### config.mk
export PLATFORM = sky130hd
export DESIGN_NAME = dff_debounce_sync
export DESIGN_NICKNAME = d
export VERILOG_FILES = /design/src/rtl/dff_debounce_sync.sv
export SDC_FILE = /design/constraint.sdc
export NUM_CORES = 1
export LEC_CHECK = 0
export ABC_AREA = 1
export BUFFER_PORTS_ARGS = -buffer_cell sky130_fd_sc_hd__buf_2
export CAP_MARGIN = 20
export CORE_MARGIN = 5
export CORE_UTILIZATION = 52
export DETAILED_ROUTE_END_ITERATION = 16
export PLACE_DENSITY = 0.7
export SLEW_MARGIN = 15
export SYNTH_ARGS = -nofsm -noshare
export SYNTH_HDL_FRONTEND = slang
export SYNTH_SLANG_ARGS = --single-unit
export TNS_END_PERCENT = 1
### constraint.sdc
create_clock -name clk -period 2 [get_ports clk]
set_input_delay 0.2 -clock clk [delete_from_list [all_inputs] [get_ports clk]]
set_output_delay 0.2 -clock clk [all_outputs]
set_load 0.05 [all_outputs]
### src/rtl/dff_debounce_sync.sv
// Debounce front end: 2-flop synchronizer, then a counter-qualified level FSM.
// Drives a clean level `q` plus one-cycle `rise`/`fall` strobes. Every output is registered.
module dff_debounce_sync #(
    parameter int unsigned STABLE_CYCLES = 8,
    parameter int unsigned CNT_W         = 16
) (
    input  logic clk,
    input  logic rst_n,
    input  logic d,
    output logic q,
    output logic rise,
    output logic fall,
    output logic busy
);

    typedef enum logic [1:0] {
        S_LOW,
        S_TO_HIGH,
        S_HIGH,
        S_TO_LOW
    } state_t;

    localparam logic [CNT_W-1:0] CNT_ONE  = CNT_W'(1);
    localparam logic [CNT_W-1:0] CNT_LAST = CNT_W'(STABLE_CYCLES - 1);
    localparam bit               SINGLE   = (STABLE_CYCLES == 1);

    logic             sync1, sync2;
    state_t           state, state_next;
    logic [CNT_W-1:0] cnt, cnt_next;
    logic             rise_next, fall_next, q_next, busy_next;

    // NOTE: sequential state uses non-blocking assignments so every flop samples pre-edge values.
    always_ff @(posedge clk or negedge rst_n) begin
        if (!rst_n) begin
            sync1 <= 1'b0;
            sync2 <= 1'b0;
        end else begin
            sync1 <= d;
            sync2 <= sync1;
        end
    end

    // NOTE: every signal assigned here gets a default first, so no path can infer a latch.
    always_comb begin
        state_next = state;
        cnt_next   = cnt;
        rise_next  = 1'b0;
        fall_next  = 1'b0;
        case (state)
            S_LOW: begin
                cnt_next = '0;
                if (sync2) begin
                    if (SINGLE) begin
                        state_next = S_HIGH;
                        rise_next  = 1'b1;
                    end else begin
                        state_next = S_TO_HIGH;
                        cnt_next   = CNT_ONE;
                    end
                end
            end
            S_TO_HIGH: begin
                if (!sync2) begin
                    state_next = S_LOW;
                    cnt_next   = '0;
                end else if (cnt == CNT_LAST) begin
                    state_next = S_HIGH;
                    cnt_next   = '0;
                    rise_next  = 1'b1;
                end else begin
                    cnt_next = cnt + CNT_ONE;
                end
            end
            S_HIGH: begin
                cnt_next = '0;
                if (!sync2) begin
                    if (SINGLE) begin
                        state_next = S_LOW;
                        fall_next  = 1'b1;
                    end else begin
                        state_next = S_TO_LOW;
                        cnt_next   = CNT_ONE;
                    end
                end
            end
            S_TO_LOW: begin
                if (sync2) begin
                    state_next = S_HIGH;
                    cnt_next   = '0;
                end else if (cnt == CNT_LAST) begin
                    state_next = S_LOW;
                    cnt_next   = '0;
                    fall_next  = 1'b1;
                end else begin
                    cnt_next = cnt + CNT_ONE;
                end
            end
            default: begin
                state_next = S_LOW;
                cnt_next   = '0;
            end
        endcase
        // Level outputs follow the state being entered, so they move on the same edge as state.
        q_next    = (state_next == S_HIGH) || (state_next == S_TO_LOW);
        busy_next = (state_next == S_TO_HIGH) || (state_next == S_TO_LOW);
    end

    always_ff @(posedge clk or negedge rst_n) begin
        if (!rst_n) begin
            state <= S_LOW;
            cnt   <= '0;
            q     <= 1'b0;
            rise  <= 1'b0;
            fall  <= 1'b0;
            busy  <= 1'b0;
        end else begin
            state <= state_next;
            cnt   <= cnt_next;
            q     <= q_next;
            rise  <= rise_next;
            fall  <= fall_next;
            busy  <= busy_next;
        end
    end

endmodule

==> reports/qor.txt, run 1 <==
DP HPWL - 1410 µm
via count - 827
Port Buffer Count - 6
IO Count - 7
CP endpoint kind - flip-flop
Hold Path Class - flip-flop to flip-flop
Syn Nets - 140
Worst Skew - 5.68 ps
crit start category - flip-flop
drt via density - 4.73
P per Cell Area - 582 mW/mm²
relative slew slack - 66.4%
critical path arrival - 1730 ps
Final Cycle Share - 74.8%
Post-DRT Antenna Nets - 0
Synth area leaders - dfrtp_1 (51%), nor2_1 (11%), nand2_1 (11%)
Max clock buf depth - 2
worst-path maximum fanout - 9
reg-to-reg endpoint - cnt[7]$_DFF_PN0_
Worst Tran Pin Value - 504 ps
gpl congestion - 0.805
CP cell instances - ha_1 -> nand2_1 -> inv_1 -> nand2_1 -> nor2_2 -> a21oi_4 -> inv_2 -> nor2_1
share of layout cells above drive strength 1 - 12.8%
largest net degree at the start of global routing - 24
max-cap violation count - 0
worst hold start - sync1$_DFF_PN0_
most frequent cell after synthesis - nor2_1
Unique masters post-synth - 21
Post-synth EDFFs - 0
register bit count reported by yosys - 23
Total Wirelength - 1890 µm
fin util - 61.7%
ys flop type - dfrtp_1
hold path endpoint - sync2$_DFF_PN0_
CTS tree - built
most used cell, CP - nand2_1
IR drop worst, VDD - 0.555 mV
run status - finished clean
max incr delay on CP - 430 ps
R2R depth - 8
slowest cell on the critical path - dfrtp_1
Slew Viols, Final - 0
DR pass1 iterations - 4
Cell Area, Synth - 0.00112 mm²
vias in the first global route - 829
Placeable Area - 0.00200 mm²
global-route wire length before repair - 3580 µm
R2R Setup Slk - 500 ps
latest clock arrival within the worst-skew pair - 300 ps
synth warn - 0
Finished Layout Cells - 175
fmax - 668 MHz
gr ovfl total - 0
unrepaired setup endpoints after global routing - false
post-synthesis instance total - 136
CTS Sinks - 23
drt wl/cell - 10.8 µm
Placement Rows - 16
CTS H-Tree Depth - 1
Post-synth top cells - nor2_1 (34), nand2_1 (33), dfrtp_1 (23)
antenna violations before repair - 0
worst r2r src - cnt[0]$_DFF_PN0_
die area - 0.00319 mm²
Iter 0 DRT Violations - 11
ANT cells - 0
Initial Util - 56.1%
Yosys top cell by area - dfrtp_1
area delta synth->final - 9.91%
die width - 56.5 µm
worst hold stages - 0
min Tclk post-route - 1500 ps
standby leakage power - 0.565 nW
CTS root buffer - clkbuf_4
setup_tns - 0 ps
Critical Path RT - 2230 ps
Synth top area share - 51.2%
Worst Path Class, Setup - flip-flop to flip-flop
Nets - 153
Die Ht - 56.5 µm
ys async rst share - 100%
cts bufs inserted - 3
Worst-path clk slew - 120 ps
Placed Cells - 169
Finish-stage setup viols - 0
Final Hold Viols - 0
Total GRT Usage - 14.2%
syn_area_per_cell - 8.26 µm²
sequential fraction of the synthesis area - 51.2%
DRC - 0
[final cells by class]
cell class / count / area [µm²]
clock inverters: 1 / 5.00
inverters: 14 / 52.6
clock buffers: 3 / 22.5
fillers: 188 / 767
flip-flops and latches: 23 / 576
multi-input cells: 99 / 495
repair buffers: 8 / 50.0
well taps: 27 / 33.8
[report_power, final]
| group | internal (mW) | switching [mW] | total [mW] |
|---|---|---|---|
| clock network | 0.0745 | 0.128 | 0.202 |
| registers | 0.472 | 0.00627 | 0.478 |
| logic | 0.0116 | 0.0271 | 0.0386 |
[logic make-up after synthesis]
group | share of synthesized area [%]
simple gates | 32.1
flops | 51.2
buf+inv | 4.68
compound gates | 5.46
xor+xnor | 5.46
fa+ha+maj | 1.11
[what timing repair did]
action                    in CTS  in global routing
resized for setup              0                  0
hold buffers                   2                  0
setup buffers                  0                  0
hold endpoints to repair      24                  0
[worst max-delay path by stage]
stage	cells past startpoint	from	endpoint
after global placement	8	cnt[0]$_DFF_PN0_	cnt[1]$_DFF_PN0_
final	8	cnt[0]$_DFF_PN0_	cnt[7]$_DFF_PN0_
after floorplan	5	q$_DFF_PN0_	cnt[1]$_DFF_PN0_
after global routing	8	cnt[0]$_DFF_PN0_	cnt[7]$_DFF_PN0_
after CTS	8	cnt[0]$_DFF_PN0_	cnt[7]$_DFF_PN0_
after detailed placement	8	cnt[0]$_DFF_PN0_	cnt[7]$_DFF_PN0_
[flip-flops by register name, indices dropped and copies added, names as in the netlist]
| signal | cells |
|---|---|
| cnt | 16 |
| fall | 1 |
| busy | 1 |
| rise | 1 |
| sync2 | 1 |
| sync1 | 1 |
| state | 1 |
| q | 1 |
[critical path: cells and delay by family, from the launching register on]
| family | cells | cell delay [ps] |
|---|---|---|
| DFF | 1 | 430 |
| adders and majority gates | 1 | 250 |
| AOI/OAI and AO/OA | 1 | 250 |
| buffers and inverters | 2 | 180 |
| and+or+nand+nor | 4 | 310 |
[placed cells by master, fill, tap and decap left out, types with 2 or more instances in the layout]
cell           netlist  final
nor2_1              34     34
nand2_1             33     33
dfrtp_1             23     23
inv_1               13     13
buf_2                0      6
nand3_1              5      5
xor2_1               4      4
nor2_2               3      3
xnor2_1              3      3
o21bai_1             3      3
clkbuf_4             0      3
a31oi_1              2      2
nand4_1              2      2
a21oi_1              2      2
dlygate4sd3_1        0      2
[through the flow]
step | hold WS [ps] | cell area [µm²] | setup slack, ps | total power, mW
finish | 369 | 1230 | 503 | 0.719
global route | 392 | 1230 | 340 | 0.769
CTS | 377 | 1230 | 484 | 0.732
detailed placement | 195 | 1190 | 535 | 0.524
global placement | 191 | 1190 | 591 | 0.523
floorplan | -95.6 | 1120 | 575 | 0.507
[routing by layer]
layer / global-route usage (%) / vias up / wire, µm
met4: 4.75 / 0 / 15
li1: - / 446 / -
met1: 18.8 / 369 / 968
met2: 21.5 / 10 / 846
met5: 0 / - / 0
met3: 5.05 / 2 / 59
Power figures use the tool's default switching activity.
==> run 2, diff against run 1 <==
PLACE_DENSITY = 0.73   (was 0.7)
clock period = 1.3 ns   (was 2 ns; I/O delays follow)
==> reports/qor.txt, run 2 (synthesis results as in run 1) <==
relative slew slack - 67.1% (+0.71 points)
run status - finished, violations left
vias in the first global route - 921 (+11%)
Nets - 169 (+10%)
global-route wire length before repair - 3800 µm (+6.0%)
worst-path maximum fanout - 6 (-3)
Worst Path Class, Setup - flip-flop to flip-flop
die width - 56.5 µm (unchanged)
most frequent cells in the layout - nor2_1 (33), nand2_1 (27), dfrtp_1 (22)
ANT cells - 0 (unchanged)
Final Cycle Share - 106% (+31 points)
die area - 0.00319 mm² (unchanged)
min Tclk post-route - 1370 ps (-123 ps)
drt via density - 4.98 (+5.5%)
drt wl/cell - 11.6 µm (+7.6%)
standby leakage power - 0.648 nW (+15%)
Max clock buf depth - 2 (unchanged)
Finish-stage setup viols - 21 (+21)
Port Buffer Count - 6 (unchanged)
Slew Viols, Final - 0 (unchanged)
WHS - 287 ps (-82.2 ps)
DR pass1 iterations - 4 (unchanged)
CP cell instances - ha_2 -> nand2_2 -> inv_2 -> nand2_2 -> nor2_4 -> a21oi_4 -> buf_12 -> nand2_1 -> nor2_1
PnR worst setup slack - -74.4 ps (-577 ps)
crit start category - flip-flop
gpl congestion - 0.756 (-6.1%)
max-cap violation count - 0 (unchanged)
Post-DRT Antenna Nets - 0 (unchanged)
WP buf/inv - 2 (unchanged)
Critical Path RT - 1560 ps (-670 ps)
P per Cell Area - 827 mW/mm² (+42%)
Biggest register - cnt
Final Hold Viols - 0 (unchanged)
latest clock arrival within the worst-skew pair - 320 ps (+20 ps)
share of layout cells above drive strength 1 - 28.0% (+15 points)
largest net degree at the start of global routing - 24 (unchanged)
critical path arrival - 1640 ps (-90 ps)
Placement Rows - 16 (unchanged)
IO Count - 7 (unchanged)
CP endpoint kind - flip-flop
Worst Skew - 3.66 ps (-2.02 ps)
fin util - 70.6% (+8.9 points)
failing checks - negative setup slack
Worst-path clk slew - 130 ps (about the same)
IR drop worst, VDD - 1.00 mV (+81%)
Placed Cells - 182 (+7.7%)
Largest register FFs - 16 (unchanged)
Initial Util - 56.1% (unchanged)
CTS root buffer - clkbuf_4
Total Wirelength - 2220 µm (+17%)
DP HPWL - 1630 µm (+15%)
gr ovfl total - 0 (unchanged)
unrepaired setup endpoints after global routing - true
CTS tree - built
area delta synth->final - 25.8%
CTS Sinks - 23 (unchanged)
fmax - 728 MHz (+8.9%)
Die Ht - 56.5 µm (unchanged)
Finished Layout Cells - 191 (+9.1%)
DRC - 0 (unchanged)
Placeable Area - 0.00200 mm² (unchanged)
max incr delay on CP - 410 ps (-20 ps)
Iter 0 DRT Violations - 26 (+15)
Top delay family on crit path - flip-flops
Worst Tran Pin Value - 493 ps (-10.7 ps)
CTS H-Tree Depth - 1 (unchanged)
antenna violations before repair - 0 (unchanged)
cts bufs inserted - 3 (unchanged)
total power - 1.17 mW (+63%)
most used cell, CP - nand2_2
via count - 952 (+15%)
Total GRT Usage - 15.4% (+1.2 points)
Hold Path Class - primary input to asynchronous set/reset pin
most common cell after layout, fill and taps aside - nor2_1
slowest cell on the critical path - dfrtp_1
run 2: changes by cell type in the layout (fill, tap and decap cells not counted), sizes merged:
cell	delta
clkinv	-1
buf	+16
clkinvlp	+1
run 2: area by class of cell:
class | instances | area [µm²]
fill | 158 | 588
multi-input combinational | 99 | 531
timing repair buffer | 24 | 190
tap | 27 | 33.8
clock inverter | 1 | 7.51
clock buffer | 3 | 22.5
sequential | 23 | 577
inverter | 14 | 52.6
run 2: report_power, final:
group / internal, mW / switching [mW] / total [mW]
logic: 0.0367 / 0.0501 / 0.0868
registers: 0.726 / 0.00712 / 0.734
clock network: 0.118 / 0.231 / 0.349
run 2: path summary, 6_finish.rpt:
path	startpoint	to	slack, ps	cells past startpoint
max reg2reg	cnt[0]$_DFF_PN0_	cnt[10]$_DFF_PN0_	-70	9
max	cnt[0]$_DFF_PN0_	cnt[10]$_DFF_PN0_	-70	9
min in group clk	sync1$_DFF_PN0_	sync2$_DFF_PN0_	370	0
min reg2reg	sync1$_DFF_PN0_	sync2$_DFF_PN0_	370	0
min	rst_n	cnt[1]$_DFF_PN0_	290	2
max in group asynchronous	rst_n	q$_DFF_PN0_	660	2
run 2: metrics by stage:
step	worst slack [ps]	TNS (ps)	cell area, µm²
CTS	-61.9	-415	1390
detailed placement	-72.4	-394	1300
global route	-158	-2450	1410
finish	-74.4	-884	1410
global placement	-14.5	-29.0	1300
floorplan	6.47	0	1120
run 2: what timing repair did:
action	in CTS	in global routing
hold endpoints to repair	24	0
pin swaps	6	7
endpoints found under the setup margin	17	21
buffers inserted	2	1
resized for setup	9	5
hold buffers	2	0
run 2: routing by layer:
metal	share of wire [%]	GRT usage (%)
met2	50	25.6
met4	1.4	6.44
met1	44	18.6
met5	0	0
met3	3.8	4.36
